File: config.mk
export PLATFORM = sky130hd
export DESIGN_NAME = cache_ctrl_wt_param
export DESIGN_NICKNAME = d
export VERILOG_FILES = /design/src/rtl/cache_ctrl_wt_param.sv
export SDC_FILE = /design/constraint.sdc
export NUM_CORES = 1
export LEC_CHECK = 0
export CAP_MARGIN = 10
export CORE_AREA = 5 5 60 62
export DETAILED_ROUTE_END_ITERATION = 6
export DIE_AREA = 0 0 65 67
export PLACE_DENSITY = 0.73
export SLEW_MARGIN = 15
export SYNTH_ARGS = -nofsm -noshare
export SYNTH_HDL_FRONTEND = slang
export SYNTH_SLANG_ARGS = --single-unit
File: constraint.sdc
create_clock -name clk -period 1.9 [get_ports clk]
set_input_delay 0.285 -clock clk [delete_from_list [all_inputs] [get_ports clk]]
set_output_delay 0.285 -clock clk [all_outputs]
set_load 0.01 [all_outputs]
File: src/rtl/cache_ctrl_wt_param.sv
// Write-through, no-write-allocate, direct-mapped cache controller with an internal tag/valid store.
// Define CACHE_CTRL_PERF_EN to add saturating read_hits / read_misses counters.
module cache_ctrl_wt_param #(
  parameter int TAG_W   = 3,
  parameter int INDEX_W = 2,
  parameter int CNT_W   = 16
) (
  input  logic               clk,
  input  logic               rst,
  input  logic               cpu_read,
  input  logic               cpu_write,
  input  logic [TAG_W-1:0]   cpu_tag,
  input  logic [INDEX_W-1:0] cpu_index,
  input  logic               invalidate,
  input  logic               mem_ready,
  output logic               stall,
  output logic               hit,
  output logic               mem_read_en,
  output logic               mem_write_en,
  output logic               fill,
  output logic               update,
`ifdef CACHE_CTRL_PERF_EN
  output logic [CNT_W-1:0]   read_hits,
  output logic [CNT_W-1:0]   read_misses,
`endif
  output logic               flush_busy
);
  localparam int LINES = 2 ** INDEX_W;
  localparam logic [INDEX_W-1:0] LAST_LINE = INDEX_W'(LINES - 1);

  typedef enum logic [1:0] {
    IDLE  = 2'b00,
    READ  = 2'b01,
    WRITE = 2'b10,
    FLUSH = 2'b11
  } state_t;

  state_t             state_q, state_d;
  logic [LINES-1:0]   valid_q, valid_d;
  logic               pend_q, pend_d;
  logic [INDEX_W-1:0] fcnt_q, fcnt_d;
  logic [TAG_W-1:0]   ltag_q, ltag_d;
  logic [INDEX_W-1:0] lidx_q, lidx_d;
  logic               lhit_q, lhit_d;
  logic [TAG_W-1:0]   tag_mem [LINES];
  logic               tag_we;
  logic               inv_any;

  assign inv_any = invalidate || pend_q;
  assign hit     = valid_q[cpu_index] && (tag_mem[cpu_index] == cpu_tag);
  // Tags are never reset; an aborted fill must not leave a stale tag behind either.
  assign tag_we  = rst && (state_q == READ) && mem_ready;

  always_ff @(negedge clk) begin
    if (tag_we) begin
      tag_mem[lidx_q] <= ltag_q;
    end
  end

  always_ff @(negedge clk) begin
    if (!rst) begin
      state_q <= IDLE;
      valid_q <= '0;
      pend_q  <= 1'b0;
      fcnt_q  <= '0;
      ltag_q  <= '0;
      lidx_q  <= '0;
      lhit_q  <= 1'b0;
    end else begin
      state_q <= state_d;
      valid_q <= valid_d;
      pend_q  <= pend_d;
      fcnt_q  <= fcnt_d;
      ltag_q  <= ltag_d;
      lidx_q  <= lidx_d;
      lhit_q  <= lhit_d;
    end
  end

  always_comb begin
    state_d = state_q;
    valid_d = valid_q;
    pend_d  = pend_q;
    fcnt_d  = fcnt_q;
    ltag_d  = ltag_q;
    lidx_d  = lidx_q;
    lhit_d  = lhit_q;
    case (state_q)
      IDLE: begin
        // A sweep wins over any request; a simultaneous read+write is a write.
        if (inv_any) begin
          state_d = FLUSH;
          pend_d  = 1'b0;
          fcnt_d  = '0;
        end else if (cpu_write) begin
          state_d = WRITE;
          ltag_d  = cpu_tag;
          lidx_d  = cpu_index;
          lhit_d  = hit;
        end else if (cpu_read && !hit) begin
          state_d = READ;
          ltag_d  = cpu_tag;
          lidx_d  = cpu_index;
          lhit_d  = 1'b0;
        end
      end
      READ: begin
        pend_d = pend_q | invalidate;
        if (mem_ready) begin
          valid_d[lidx_q] = 1'b1;
          state_d         = IDLE;
        end
      end
      WRITE: begin
        pend_d = pend_q | invalidate;
        if (mem_ready) begin
          state_d = IDLE;
        end
      end
      FLUSH: begin
        pend_d          = pend_q | invalidate;
        valid_d[fcnt_q] = 1'b0;
        fcnt_d          = fcnt_q + 1'b1;
        if (fcnt_q == LAST_LINE) begin
          state_d = IDLE;
        end
      end
      default: state_d = IDLE;
    endcase
  end

  always_comb begin
    stall        = 1'b0;
    mem_read_en  = 1'b0;
    mem_write_en = 1'b0;
    fill         = 1'b0;
    update       = 1'b0;
    flush_busy   = 1'b0;
    case (state_q)
      IDLE: stall = (cpu_read || cpu_write) && (inv_any || cpu_write || !hit);
      READ: begin
        mem_read_en = 1'b1;
        stall       = !mem_ready;
        fill        = mem_ready;
      end
      WRITE: begin
        mem_write_en = 1'b1;
        stall        = !mem_ready;
        update       = mem_ready && lhit_q;
      end
      FLUSH: begin
        stall      = 1'b1;
        flush_busy = 1'b1;
      end
      default: stall = 1'b0;
    endcase
  end

`ifdef CACHE_CTRL_PERF_EN
  logic [CNT_W-1:0] hits_q, hits_d, miss_q, miss_d;
  logic             rd_idle;

  assign rd_idle     = (state_q == IDLE) && !inv_any && cpu_read && !cpu_write;
  assign read_hits   = hits_q;
  assign read_misses = miss_q;

  always_comb begin
    hits_d = hits_q;
    miss_d = miss_q;
    if (rd_idle && hit && (hits_q != '1)) begin
      hits_d = hits_q + 1'b1;
    end
    if (rd_idle && !hit && (miss_q != '1)) begin
      miss_d = miss_q + 1'b1;
    end
  end

  always_ff @(negedge clk) begin
    if (!rst) begin
      hits_q <= '0;
      miss_q <= '0;
    end else begin
      hits_q <= hits_d;
      miss_q <= miss_d;
    end
  end
`endif

endmodule

### Yosys cells after proc, flatten, opt, wreduce, memory -nomap -nowiden

Memories as Yosys holds them, arrays and structs flattened.
Index checks and enable logic that the tools add are counted.

| cells by class | value |
|---|---|
| $add $sub $neg | 1 |
| magnitude comparators | 5 |
| eq/ne operators | 10 |
| muxes and demuxes | 32 |
| bitwise logic cells | 5 |
| reductions and logical operators | 24 |

Operators by type and width:

| kind | count |
|---|---|
| 2-to-1 mux 2 bit | 8 |
| 2-to-1 mux 1 bit | 13 |
| less-than comparator 2 x 3 -> 1 bit, second input constant | 3 |
| logical AND 1 bit | 8 |
| one-hot mux 4 bit (2 select lines) | 1 |
| equality test 2 bit, second input constant | 3 |
| 2-to-1 mux 3 bit | 2 |
| inequality test 2 bit, second input constant | 3 |
| one-hot mux 2 bit (3 select lines) | 1 |
| AND reduction 3 bit | 2 |
| nonzero test 2 bit | 3 |
| AND 4 bit | 1 |
| demux 1 bit (select 2 bit) | 2 |
| greater-or-equal comparator 2 x 1 -> 1 bit, second input constant | 2 |
| logical OR 1 bit | 4 |
| 2-to-1 mux 4 bit | 1 |
| inequality test 4 bit, second input constant | 1 |
| NOT 4 bit | 1 |
| bitwise OR 4 bit | 1 |
| one-hot mux 2 bit (2 select lines) | 1 |
| AND reduction 2 bit | 2 |
| equality test 3 bit | 1 |
| one-hot mux 1 bit (3 select lines) | 1 |
| OR reduction 3 bit | 1 |
| 10 further kinds | 11 |

| word-level totals | value |
|---|---|
| bits in registers | 15 |
| bits in writable memories | 12 |
| output and inout port bits | 7 |
| word-level logic and storage cells | 85 |
| memories | 1 |

Memory list:

| name | words | width | rd ports | clocked after memory_dff | wr ports | RTL line | RTL |
|---|---|---|---|---|---|---|---|
| tag_mem | 4 | 3 | 1 | 0 | 1 | 45 | `logic [TAG_W-1:0] tag_mem [LINES];` |

### Longest topological paths before layout

| depth | value |
|---|---|
| depth after elaboration | 9 |
| gate-level depth with buffers | 8 |
| mapped depth without buffers | 7 |

==> impl_metrics.py <==
metrics = {
    "placed_design": {
        "dpl.hpwl_um": 2350,
        "globalplace.congestion": 0.763,
        "portBuffers": 17,
    },
    "min_path": {
        "min_to": "ltag_q[1]$_SDFFE_NN0P_",
        "min_path_type": "reg2reg",
        "worstHoldPathCells": 2,
        "min_from": "ltag_q[1]$_SDFFE_NN0P_",
    },
    "synth": {
        "synthDistinctLibCells": 31,
        "syn_area_per_cell_sq_um": 10.3,
        "yosys.area.top_type": "edfxtp_1",
        "yosys-top-cells-area": "edfxtp_1 (26%), dfxtp_1 (21%), ha_1 (7.1%), mux2i_1 (7.1%), nand2_1 (6.6%)",
        "yosysWarnings": 0,
        "yosys_register_bits": 27,
        "syn_inst": 137,
        "synth_top_cell_area_share_pct": 25.5,
        "synth_nets": 156,
        "yosysSeqAreaShare_pct": 46.8,
        "netlist_area_sq_mm": 0.00141,
    },
    "critical_path": {
        "start_kind": "register",
        "cp-end-kind": "output pin",
        "critPathMaxFanout": 2,
        "crit_required_ns": 1.62,
        "reg2reg_setup_slack_ns": 0.02,
        "arrival_ns": 3.09,
        "r2r_cells": 7,
        "timing.rr.end": "ltag_q[2]$_SDFFE_NN0P_",
        "critPathKind": "reg2out",
        "r2r_start": "tag_mem[3][2]$_DFFE_NP_",
    },
    "cts": {
        "cts_tree": "yes",
        "cts_sinks": 27,
        "clockBufferDepth": 2,
        "cts_made_buffers": 3,
        "clock_latency_ns": 0.42,
        "htreeDepth": 1,
        "cts_root_buffer": "clkbuf_4",
        "clk_pin_slew_ns": 0.05,
        "hold_buffers": 0,
    },
    "floorplan": {
        "die-area_sq_mm": 0.00436,
        "io_pins": 18,
        "row_count": 20,
        "die_height_um": 67,
        "core_sq_mm": 0.00298,
        "fp.dieW_um": 65,
        "start_util_pct": 47.4,
    },
    "global_route": {
        "grt_pass1_wl_um": 5780,
        "antenna_found_initial": 0,
        "globalRouteOverflowTotal": 0,
        "grt_max_degree": 23,
        "grt_pass1_vias": 1363,
        "grtUsageTotal_pct": 17.3,
    },
    "sta": {
        "setup_viol": 16,
        "fin_skew_ns": 0.0303,
        "slew_headroom_pct": 76.3,
        "timing.hold.ws_ns": 0.527,
        "fin_ws_ns": -1.48,
        "worstMarginPinSlew_ns": 0.353,
        "hold_viol_final": 0,
        "maxSlewViolCount": 0,
        "rsz0062_at_grt": "true",
    },
    "finish": {
        "diodes": 0,
        "final-seq-area_sq_um": 666,
        "num-fill-cells": 219,
        "area_growth_pct": 51.7,
        "multiInputGateArea_sq_um": 835,
        "fin_nets": 233,
        "drive_gt1_share_pct": 37.1,
    },
    "route": {
        "drtPass1Iterations": 4,
        "route.met2.wl_um": 1930,
        "wl_per_cell_um": 14.5,
        "highest_layer": "met4",
        "met1_length_um": 1480,
        "drt_iter0_drc": 73,
        "met3_length_um": 118,
        "via_per_inst": 5.14,
        "drc": 0,
        "vias": 1264,
        "routed_wl_um": 3570,
        "drtAntennaViolNets": 0,
    },
    "pwr": {
        "power_mw": 2.22,
        "swShare_pct": 37.5,
        "p_int_mw": 1.39,
        "clockPowerShare_pct": 21.3,
        "seq_power_share_pct": 35.5,
        "power_density_mw_per_mm2": 1040,
        "comb_power_share_pct": 43.2,
        "p_sw_uw": 830,
        "worst_ir_drop_vdd_uv": 715,
        "power_leakage_nw": 0.998,
    },
    "run": {
        "drv_cap": 0,
    },
    "run_status": {
        "status": "finished with violations",
        "failed_checks": "setup timing",
    },
}
-- layout make-up --
| class | instances | area share (%) |
|---|---|---|
| Clock buffer | 3 | 1.05 |
| Clock inverter | 28 | 4.91 |
| Timing Repair Buffer | 51 | 20.3 |
| Sequential cell | 27 | 31.1 |
| Inverter | 9 | 1.69 |
| Multi-Input combinational cell | 95 | 39.0 |
| Tap cell | 33 | 1.93 |
-- repair_timing --
action,4_1_cts,5_1_grt
pin swaps,7,8
setup endpoints to repair,33,18
setup buffers,4,4
gates cloned,0,0
resized for setup,60,21
-- per-layer routing --
layer | track usage, % | up-vias
met2 | 28.9 | 20
li1 | - | 628
met5 | 0 | -
met1 | 18.2 | 609
met3 | 7.76 | 7
met4 | 9.50 | 0
-- per-stage QoR --
stage | utilization [%] | cells | worst slack, ns | instance area, sq um | TNS (ns)
floorplan | - | 137 | -0.807 | 1500 | -8.03
global placement | 62.9 | 209 | -1.48 | 1870 | -29.15
detailed placement | 62.9 | 209 | -1.51 | 1870 | -30.25
CTS | 69.5 | 243 | -1.51 | 2070 | -9.94
global route | 71.9 | 246 | -1.59 | 2140 | -11.07
finish | 71.9 | 246 | -1.48 | 2140 | -10.18
-- synthesized netlist by cell type --
cell	count
nand2_1	25
dfxtp_1	15
edfxtp_1	12
inv_1	10
mux2i_1	10
ha_1	8
nor2_1	7
o21ai_0	7
and2_1	6
a31oi_1	4
and3_1	4
xnor2_1	4
clkbuf_1	3
a32oi_1	2
buf_6	2
mux4_2	2
nor2b_1	2
a21boi_0	1
a2bb2oi_1	1
a31o_2	1
a41o_1	1
mux2_1	1
mux2_2	1
nand2b_1	1
nand3_1	1
nand3_2	1
nor3b_1	1
o21a_1	1
o311ai_0	1
o31ai_1	1
o32ai_2	1
-- flip-flops by register name (all words and copies together) (netlist names) --
signal and count:
lidx_q 2, state_q 2, lhit_q 1, valid_q 4, tag_mem 12, fcnt_q 2, ltag_q 3, pend_q 1
-- critical path, stage by stage, from the launching register on --
cell and delay [ns]:
edfxtp_1 0.38, mux4_2 0.51, xnor2_2 0.14, nand3_2 0.09, buf_4 0.15, o31ai_2 0.18
a32oi_1 0.13, buf_2 0.16
-- layout by cell type (no fill, tap or decap), types with 2 or more instances in the layout --
cell / instances
buf_6: 14
edfxtp_1: 12
clkdlybuf4s50_1: 4
nor2_1: 4
ha_1: 5
a31oi_1: 3
dlygate4sd2_1: 2
dfxtp_1: 13
o21ai_2: 2
and3_4: 3
nor2b_1: 2
inv_1: 35
o21ai_1: 4
nand2_1: 23
clkbuf_4: 3
buf_4: 26
mux2i_1: 9
mux4_2: 2
and2_1: 5
buf_2: 3
a32oi_1: 2
nor2_2: 2
ha_4: 3
clkbuf_2: 2
xnor2_2: 3
-- power groups by stage --
stage / clock network [mW] / logic (mW) / registers [mW]
6_report: 0.472 / 0.957 / 0.788
5_1_grt: 0.569 / 1.04 / 0.798
4_1_cts: 0.495 / 0.866 / 0.782
3_5_place_dp: 0.0893 / 0.791 / 0.788
3_3_place_gp: 0.0893 / 0.768 / 0.784
2_1_floorplan: 0.0893 / 0.446 / 0.790
-- worst max path at each step --
stage / from / end / slack (ns) / cells past startpoint
6_report: tag_mem[3][2]$_DFFE_NP_ / stall / -1.48 / 7
5_1_grt: tag_mem[3][2]$_DFFE_NP_ / stall / -1.59 / 7
4_1_cts: tag_mem[3][2]$_DFFE_NP_ / stall / -1.51 / 7
3_5_place_dp: tag_mem[3][2]$_DFFE_NP_ / stall / -1.51 / 7
3_3_place_gp: tag_mem[3][2]$_DFFE_NP_ / stall / -1.48 / 7
2_1_floorplan: tag_mem[3][2]$_DFFE_NP_ / stall / -0.81 / 5
-- kinds of logic after synthesis --
logic type                 count (synthesis)  synth area share (%)
AOI/OAI and AO/OA                         21                  10.8
and+or+nand+nor                           48                  15.9
DFF                                       27                  46.8
buffers and inverters                     15                  5.05
adders and majority gates                  8                  7.09
muxes                                     14                  11.9
xor gates and xnor gates                   4                  2.48
Note: power is estimated with default switching activity, not from simulation.
